## src/rtl/reset_mac_seq.sv

```systemverilog
// -----------------------------------------------------------------------------
// reset_mac_seq
//   Staggered reset sequencer for the slow-clocked MAC sub-blocks. After an
//   async reset or a software reset request it holds NUM_CH active-low reset
//   channels for HOLD_TICKS prescaler ticks. It then releases channel 0, and
//   the remaining channels follow in index order, STAGGER_TICKS ticks apart.
//   When STAGGER_TICKS is 0 all channels are released together.
//
// Ports
//   clock      in   system clock; all logic runs on the rising edge
//   reset      in   asynchronous active-low reset
//   prescaler  in   tick enable, one clock wide per slow period
//   soft_reset in   synchronous software reset request, level, active-high
//   sync_reset out  [NUM_CH] per-channel MAC reset, active-low
//   busy       out  high while any channel is still held in reset
//   done       out  one-clock pulse when the last channel is released
// -----------------------------------------------------------------------------
module reset_mac_seq #(
    parameter int NUM_CH        = 3,
    parameter int HOLD_TICKS    = 4,
    parameter int STAGGER_TICKS = 0
) (
    input  logic              clock,
    input  logic              reset,
    input  logic              prescaler,
    input  logic              soft_reset,
    output logic [NUM_CH-1:0] sync_reset,
    output logic              busy,
    output logic              done
);

    localparam int MAX_TICKS = (HOLD_TICKS > STAGGER_TICKS) ? HOLD_TICKS : STAGGER_TICKS;
    localparam int CNT_W     = $clog2(MAX_TICKS + 1);
    localparam int IDX_W     = (NUM_CH > 1) ? $clog2(NUM_CH) : 1;

    localparam logic [CNT_W-1:0] HOLD_LAST  = CNT_W'(HOLD_TICKS - 1);
    // This value is never used when STAGGER_TICKS is 0. It is clamped so the
    // constant stays well formed in that case.
    localparam logic [CNT_W-1:0] STAG_LAST  = CNT_W'((STAGGER_TICKS > 0) ? STAGGER_TICKS - 1 : 0);
    localparam logic [IDX_W-1:0] IDX_LAST   = IDX_W'(NUM_CH - 1);
    localparam logic [IDX_W-1:0] IDX_FIRST  = IDX_W'(1);
    localparam bit               ALL_AT_ONCE = (STAGGER_TICKS == 0) || (NUM_CH == 1);

    typedef enum logic [1:0] {
        ST_HOLD    = 2'd0,
        ST_STAGGER = 2'd1,
        ST_RUN     = 2'd2
    } state_t;

    state_t              state_r, state_s;
    logic [CNT_W-1:0]    cnt_r,   cnt_s;
    logic [IDX_W-1:0]    idx_r,   idx_s;
    logic [NUM_CH-1:0]   rel_r,   rel_s;
    logic                busy_r,  busy_s;
    logic                done_r,  done_s;

    // Next-state logic: soft_reset has priority over any prescaler tick.
    always_comb begin
        state_s = state_r;
        cnt_s   = cnt_r;
        idx_s   = idx_r;
        rel_s   = rel_r;

        if (soft_reset) begin
            // Restarting here also cancels a release on a coincident tick.
            state_s = ST_HOLD;
            cnt_s   = '0;
            idx_s   = '0;
            rel_s   = '0;
        end else begin
            case (state_r)
                ST_HOLD: begin
                    if (prescaler) begin
                        if (cnt_r == HOLD_LAST) begin
                            cnt_s = '0;
                            if (ALL_AT_ONCE) begin
                                rel_s   = '1;
                                state_s = ST_RUN;
                            end else begin
                                rel_s[0] = 1'b1;
                                idx_s    = IDX_FIRST;
                                state_s  = ST_STAGGER;
                            end
                        end else begin
                            cnt_s = cnt_r + CNT_W'(1);
                        end
                    end else begin
                        cnt_s = cnt_r;
                    end
                end
                ST_STAGGER: begin
                    if (prescaler) begin
                        if (cnt_r == STAG_LAST) begin
                            cnt_s = '0;
                            // Decoded as a loop so an index past NUM_CH-1
                            // cannot write beyond the vector.
                            for (int k = 0; k < NUM_CH; k++) begin
                                if (idx_r == IDX_W'(k)) begin
                                    rel_s[k] = 1'b1;
                                end else begin
                                    rel_s[k] = rel_r[k];
                                end
                            end
                            if (idx_r == IDX_LAST) begin
                                idx_s   = '0;
                                state_s = ST_RUN;
                            end else begin
                                idx_s = idx_r + IDX_W'(1);
                            end
                        end else begin
                            cnt_s = cnt_r + CNT_W'(1);
                        end
                    end else begin
                        cnt_s = cnt_r;
                    end
                end
                ST_RUN: begin
                    cnt_s = '0;
                    rel_s = '1;
                end
                default: begin
                    state_s = ST_HOLD;
                    cnt_s   = '0;
                    idx_s   = '0;
                    rel_s   = '0;
                end
            endcase
        end

        busy_s = (state_s != ST_RUN);
        done_s = (state_r != ST_RUN) && (state_s == ST_RUN);
    end

    // State, counter, index and release flags, with async reset to the HOLD state.
    always_ff @(posedge clock or negedge reset) begin
        if (!reset) begin
            state_r <= ST_HOLD;
            cnt_r   <= '0;
            idx_r   <= '0;
            rel_r   <= '0;
            busy_r  <= 1'b1;
            done_r  <= 1'b0;
        end else begin
            state_r <= state_s;
            cnt_r   <= cnt_s;
            idx_r   <= idx_s;
            rel_r   <= rel_s;
            busy_r  <= busy_s;
            done_r  <= done_s;
        end
    end

    // Gating with reset pulls every channel low immediately, with no clock edge
    // needed.
    assign sync_reset = {NUM_CH{reset}} & rel_r;
    assign busy       = busy_r;
    assign done       = done_r;

endmodule

```

## config.mk

```make
export PLATFORM = sky130hd
export DESIGN_NAME = reset_mac_seq
export DESIGN_NICKNAME = d
export VERILOG_FILES = /design/src/rtl/reset_mac_seq.sv
export SDC_FILE = /design/constraint.sdc
export NUM_CORES = 1
export LEC_CHECK = 0
export CAP_MARGIN = 5
export CORE_MARGIN = 2
export CORE_UTILIZATION = 52
export DETAILED_ROUTE_END_ITERATION = 8
export PLACE_DENSITY = 0.77
export REMOVE_ABC_BUFFERS = 1
export SLEW_MARGIN = 10
export SYNTH_ARGS = -nofsm -noshare
export SYNTH_HDL_FRONTEND = slang
export SYNTH_SLANG_ARGS = --single-unit
```

## constraint.sdc

```tcl
create_clock -name clock -period 1.9 [get_ports clock]
set_input_delay 0.38 -clock clock [delete_from_list [all_inputs] [get_ports clock]]
set_output_delay 0.38 -clock clock [all_outputs]
set_load 0.01 [all_outputs]
```

==> results of run 1 <==
-- area by class of cell --
cell class / instances / area [µm²] / share of cell area, %
Multi-Input combinational cell: 51 / 372 / 43.0
Sequential cell: 12 / 302 / 34.9
Timing Repair Buffer: 12 / 109 / 12.6
Clock buffer: 4 / 36.3 / 4.20
Inverter: 7 / 26.3 / 3.04
Tap cell: 15 / 18.8 / 2.17
-- routing by layer --
layer | routed length (µm) | track usage, % | vias to the layer above
met4 | 12 | 2.42 | 0
met2 | 636 | 36.3 | 9
met1 | 643 | 21.9 | 264
met3 | 62 | 9.57 | 2
li1 | - | - | 289
met5 | 0 | 0 | -
-- how the worst max path moves through the flow --
stage	start	to	slack [ns]
detailed placement	reset	sync_reset[1]	-0.08
global placement	reset	sync_reset[1]	-0.07
floorplan	cnt_r[0]$_DFFE_PN0P_	rel_r[2]$_DFFE_PN0P_	0.51
global route	reset	sync_reset[1]	0.14
finish	reset	sync_reset[1]	0.20
CTS	reset	sync_reset[1]	0.18
-- cells by family (layout without fill, tap and decap cells) --
logic type | count (synthesis) | count (layout) | share of synthesized area [%]
compound gates | 21 | 21 | 19.3
fa+ha+maj | 4 | 4 | 6.88
flops | 12 | 12 | 41.5
simple gates | 26 | 26 | 25.0
buf+inv | 10 | 23 | 7.40
-- registers in the layout, indices dropped and copies added (netlist names) --
name,flops
state_r,2
done,1
cnt_r,3
rel_r,3
idx_r,2
busy,1
-- per-stage QoR --
step	setup TNS [ns]	area (µm²)	hold WS (ns)	total power [µW]	utilization, %
after floorplan	0	699	0.0844	316	-
after global placement	-0.198	828	0.483	349	63.7
after detailed placement	-0.208	828	0.488	352	63.7
after CTS	0	863	0.219	545	66.3
after global routing	0	863	0.233	564	66.3
final	0	863	0.219	538	66.3
-- cell usage in the layout, fill, tap and decap left out --
cell / netlist / routed
dfrtp_1: 11 / 11
inv_1: 7 / 7
clkdlybuf4s50_1: 0 / 7
nand2b_1: 5 / 5
a21oi_1: 4 / 4
o21ai_1: 4 / 4
ha_1: 4 / 4
buf_4: 0 / 4
a31oi_1: 3 / 3
and2_1: 3 / 3
or3_1: 3 / 3
clkbuf_4: 0 / 3
nand2_1: 2 / 2
o32ai_1: 2 / 2
nor2b_1: 2 / 2
nand3b_1: 2 / 2
nor3b_1: 2 / 2
and3b_2: 1 / 1
nor2_1: 1 / 1
nand3b_4: 1 / 1
nand4_1: 1 / 1
or2_4: 1 / 1
or3b_1: 1 / 1
o32a_1: 1 / 1
nand3_1: 1 / 1
a22o_1: 1 / 1
o22ai_1: 1 / 1
a211oi_1: 1 / 1
a211o_1: 1 / 1
o21ai_0: 1 / 1
o211a_1: 1 / 1
o31ai_1: 1 / 1
dfstp_2: 1 / 1
clkbuf_8: 0 / 1
dlygate4sd2_1: 0 / 1
-- power by group through the flow --
stage          clock network (µW)  logic (µW)  registers (µW)
6_report                      191        77.2             270
5_1_grt                       207        86.3             271
4_1_cts                       198        77.1             269
3_5_place_dp                    0        77.4             274
3_3_place_gp                    0        75.4             274
2_1_floorplan                   0        43.2             273
==> reports/qor.txt, run 1 <==
routability cong.: 0.759
slowest stage cell on the critical path: clkdlybuf4s50_1
Die ar.: 1710 µm²
Static Leak: 0.000379 µW
final WL: 1350 µm
R2R Setup Slk: 0.40 ns
Reg clk slew, reported paths: 0.07 ns
total CTS buffers: 3
drt pass-1 iters: 4
I/O Pins: 9
PortBufs: 8
mapped cell area: 727 µm²
ant diodes: 0
Total GRT Usage: 20.2%
CP Buf/Inv Count: 2
worst setup path category: input pin to output pin
measured slew at the worst slew-check pin: 0.424 ns
CTS resizes: 1
Synth top area share: 37.9%
H-tree lvl count: 1
Core Footprint: 1300 µm²
CP delay by family, top: buffers and inverters
CP Launch Type: input pin
status: completed
Mapped Cells: 73
pre-CTS setup slack: -0.0799 ns
# nets final: 95
post-synth cell types: 32
crit-path cells: dlygate4sd2_1 > and2_1 > clkdlybuf4s50_1
number of flops mapped to enable cells by yosys: 0
largest fanout on the critical path: 5
clock network power share: 35.6%
max cap viols: 0
vias in the first global route: 518
r2r startpoint: cnt_r[0]$_DFFE_PN0P_
Max Buffers Root-to-Sink: 2
Setup Buffers After CTS: 0
largest net degree at the start of global routing: 17
Int Pwr: 416 µW
Crit path depth: 3
Seq/Total Area, Yosys: 41.5%
top-count cell post-synth: dfrtp_1
Area Overhead vs Synth: 18.8%
crit-path max cell delay: 0.53 ns
slack of the critical path: 0.196 ns
first-pass GRT wire length: 2170 µm
area leader, netlist: dfrtp_1
clk sinks: 12
slew margin rel.: 71.8%
row count: 13
R2R depth: 5
Final Max Slew Viols: 0
Max VDD drop: 490 µV
CTS tree: done
Die Y: 41.4 µm
First DRT Iteration DRCs: 22
Cells after DPL: 97
combinational power share: 14.4%
share of cells above drive strength 1: 14.0%
ys async rst share: 100%
CTS root buffer: clkbuf_4
Sw Ratio: 22.7%
Ys Warns: 0
Min Clock Period, post-route: 1.70 ns
Max Fclk: 0.587 GHz
DR vias: 564
FILL cells: 109
Die X: 41.4 µm
post-route clock period utilization: 89.7%
sequential share of power: 50.1%
GR Overflow Total: 0
setup violators final: 0
# hold bufs at CTS: 0
Synth Flop Type: dfrtp_1
initial core utilization: 55.9%
most common library cells after synthesis: dfrtp_1, inv_1, nand2b_1
DR vias/cell: 5.58
clk_lat worst skew: 0.26 ns
clock skew: 0.00390 ns
worst flop-to-flop path endpoint: rel_r[0]$_DFFE_PN0P_
switching pwr: 122 µW
DP HPWL: 1050 µm
FF+latch count, synth: 12
Min-Delay Path Class: input pin to asynchronous set/reset pin
Avg Cell Area, Syn: 9.96 µm²
ANT nets after route: 0
Cell Pwr Density: 623 nW/µm²
Synth area leaders: dfrtp_1, ha_1, nand2b_1
CP Data Required Time: 1.52 ns
Layout Cells excl Fill: 101
initial antenna violation count: 0
Setup crit end kind: output pin
CP arrival: 1.32 ns
RSZ-0062 raised after global routing: false
drt wl/cell: 13.4 µm
final hold vios: 0
DRC: 0
No activity file was read; power rests on OpenSTA's default activity.
==> run 2: changes to the inputs <==
PLACE_DENSITY = 0.81   (was 0.77)
==> reports/qor.txt, run 2 (synthesized netlist as in run 1, its figures left out) <==
status: completed
GR Overflow Total: 0 (unchanged)
Final Max Slew Viols: 0 (unchanged)
Crit path depth: 3 (unchanged)
Die Y: 41.4 µm (unchanged)
drt wl/cell: 13.7 µm (+2.2%)
worst flop-to-flop path endpoint: rel_r[1]$_DFFE_PN0P_
Layout Cells excl Fill: 102 (+0.99%)
I/O Pins: 9 (unchanged)
R2R Setup Slk: 0.37 ns (-0.03 ns)
DP HPWL: 1060 µm (+0.86%)
pre-CTS setup slack: -0.105 ns (-0.0251 ns)
CP Data Required Time: 1.52 ns (about the same)
Int Pwr: 418 µW (+0.40%)
crit-path cells: dlygate4sd2_1 > and2_1 > clkdlybuf4s50_1
switching pwr: 137 µW (+12%)
setup violators final: 0 (unchanged)
worst setup path category: input pin to output pin
initial antenna violation count: 0 (unchanged)
final hold vios: 0 (unchanged)
clock network power share: 37.1% (+1.5 points)
commonest cells after routing, fill and taps aside: dfrtp_1, inv_1, clkdlybuf4s50_1
Cells after DPL: 98 (+1.0%)
post-route clock period utilization: 91.0% (+1.3 points)
Sw Ratio: 24.7% (+1.9 points)
CP Buf/Inv Count: 2 (unchanged)
Max VDD drop: 363 µV (-26%)
clk sinks: 12 (unchanged)
combinational power share: 14.3% (about the same)
drt pass-1 iters: 4 (unchanged)
Die ar.: 1710 µm² (unchanged)
DR vias/cell: 5.67 (+1.5%)
max cap viols: 0 (unchanged)
leading registers by flop count: cnt_r (3), rel_r (3)
initial core utilization: 55.9% (unchanged)
crit-path max cell delay: 0.53 ns (about the same)
total CTS buffers: 3 (unchanged)
Static Leak: 0.000384 µW (+1.3%)
Max Fclk: 0.579 GHz (-1.4%)
CP delay by family, top: buffers and inverters
slowest stage cell on the critical path: clkdlybuf4s50_1
R2R depth: 5 (unchanged)
hold_ws: 0.216 ns (-0.00209 ns)
CP Launch Type: input pin
Area Overhead vs Synth: 19.8%
Min-Delay Path Class: input pin to asynchronous set/reset pin
largest fanout on the critical path: 6 (+1)
PnR Total Power: 554 µW (+3.0%)
CP arrival: 1.35 ns (+0.03 ns)
Max Buffers Root-to-Sink: 2 (unchanged)
ANT nets after route: 0 (unchanged)
RSZ-0062 raised after global routing: false
slew margin rel.: 70.8% (-0.97 points)
Reg clk slew, reported paths: 0.07 ns (about the same)
Die X: 41.4 µm (unchanged)
# hold bufs at CTS: 0 (unchanged)
H-tree lvl count: 1 (unchanged)
r2r startpoint: cnt_r[0]$_DFFE_PN0P_
Setup Buffers After CTS: 0 (unchanged)
ant diodes: 0 (unchanged)
Setup crit end kind: output pin
CTS resizes: 1 (unchanged)
row count: 13 (unchanged)
CTS tree: done
First DRT Iteration DRCs: 15 (-32%)
# nets final: 96 (+1.1%)
commonest non-fill, non-tap cell in the layout: dfrtp_1
CTS root buffer: clkbuf_4
DR vias: 578 (+2.5%)
final WL: 1400 µm (+3.2%)
routability cong.: 0.898 (+18%)
DRC: 0 (unchanged)
clock skew: 0.00171 ns (-0.00219 ns)
share of cells above drive strength 1: 14.9% (+0.99 points)
FILL cells: 105 (-3.7%)
Total GRT Usage: 20.8% (+0.60 points)
largest net degree at the start of global routing: 17 (unchanged)
Cell Pwr Density: 637 nW/µm² (+2.1%)
vias in the first global route: 510 (-1.5%)
PortBufs: 8 (unchanged)
first-pass GRT wire length: 2280 µm (+5.1%)
sequential share of power: 48.6% (-1.5 points)
slack of the critical path: 0.171 ns (-0.0250 ns)
Core Footprint: 1300 µm² (unchanged)
clk_lat worst skew: 0.28 ns (+0.02 ns)
Total Negative Setup Slacks: 0 ns (unchanged)
measured slew at the worst slew-check pin: 0.438 ns (+0.0145 ns)
Min Clock Period, post-route: 1.73 ns (+0.0250 ns)
## run 2: changes by cell type in the layout (fill, tap and decap cells not counted), sizes merged
cell,change
buf,+1
## run 2: routing by layer
metal | wire length [µm] | vias up | track usage, %
met4 | 16 | 0 | 7.26
met1 | 663 | 268 | 28.3
met3 | 63 | 3 | 6.38
li1 | - | 290 | -
met2 | 653 | 17 | 30.9
met5 | 0 | - | 0
## run 2: worst max path at each step
stage                               startpoint                   end  slack, ns
after floorplan           cnt_r[0]$_DFFE_PN0P_  rel_r[2]$_DFFE_PN0P_       0.51
after global placement                   reset         sync_reset[1]      -0.09
after detailed placement                 reset         sync_reset[1]      -0.10
after CTS                                reset         sync_reset[1]       0.16
after global routing                     reset         sync_reset[2]       0.11
final                                    reset         sync_reset[1]       0.17
## run 2: worst reg2reg max path, stage by stage, from the launching register on
cell and delay, ns:
dfrtp_1 0.41, ha_1 0.24, ha_1 0.24, a211o_1 0.31, o21ai_1 0.14, a31oi_1 0.06
## run 2: power by group through the flow
stage               sequential (µW)  combinational (µW)  clock, µW
finish                          269                79.2        206
global route                    271                89.0        222
CTS                             270                79.5        208
detailed placement              275                80.0          0
global placement                274                75.6          0
floorplan                       273                43.2          0
## run 2: through the flow
step | utilization, % | area [µm²]
floorplan | - | 699
global placement | 64.2 | 836
detailed placement | 64.2 | 836
CTS | 66.9 | 871
global route | 66.9 | 871
finish | 66.9 | 871
## run 2: layout make-up
type                    count  area, µm²  share of cell area, %
clock buffers               4       36.3                   4.17
inverters                   7       26.3                   3.02
multi-input cells          51        372                   42.7
flip-flops and latches     12        302                   34.6
well taps                  15       18.8                   2.16
repair buffers             13        116                   13.4
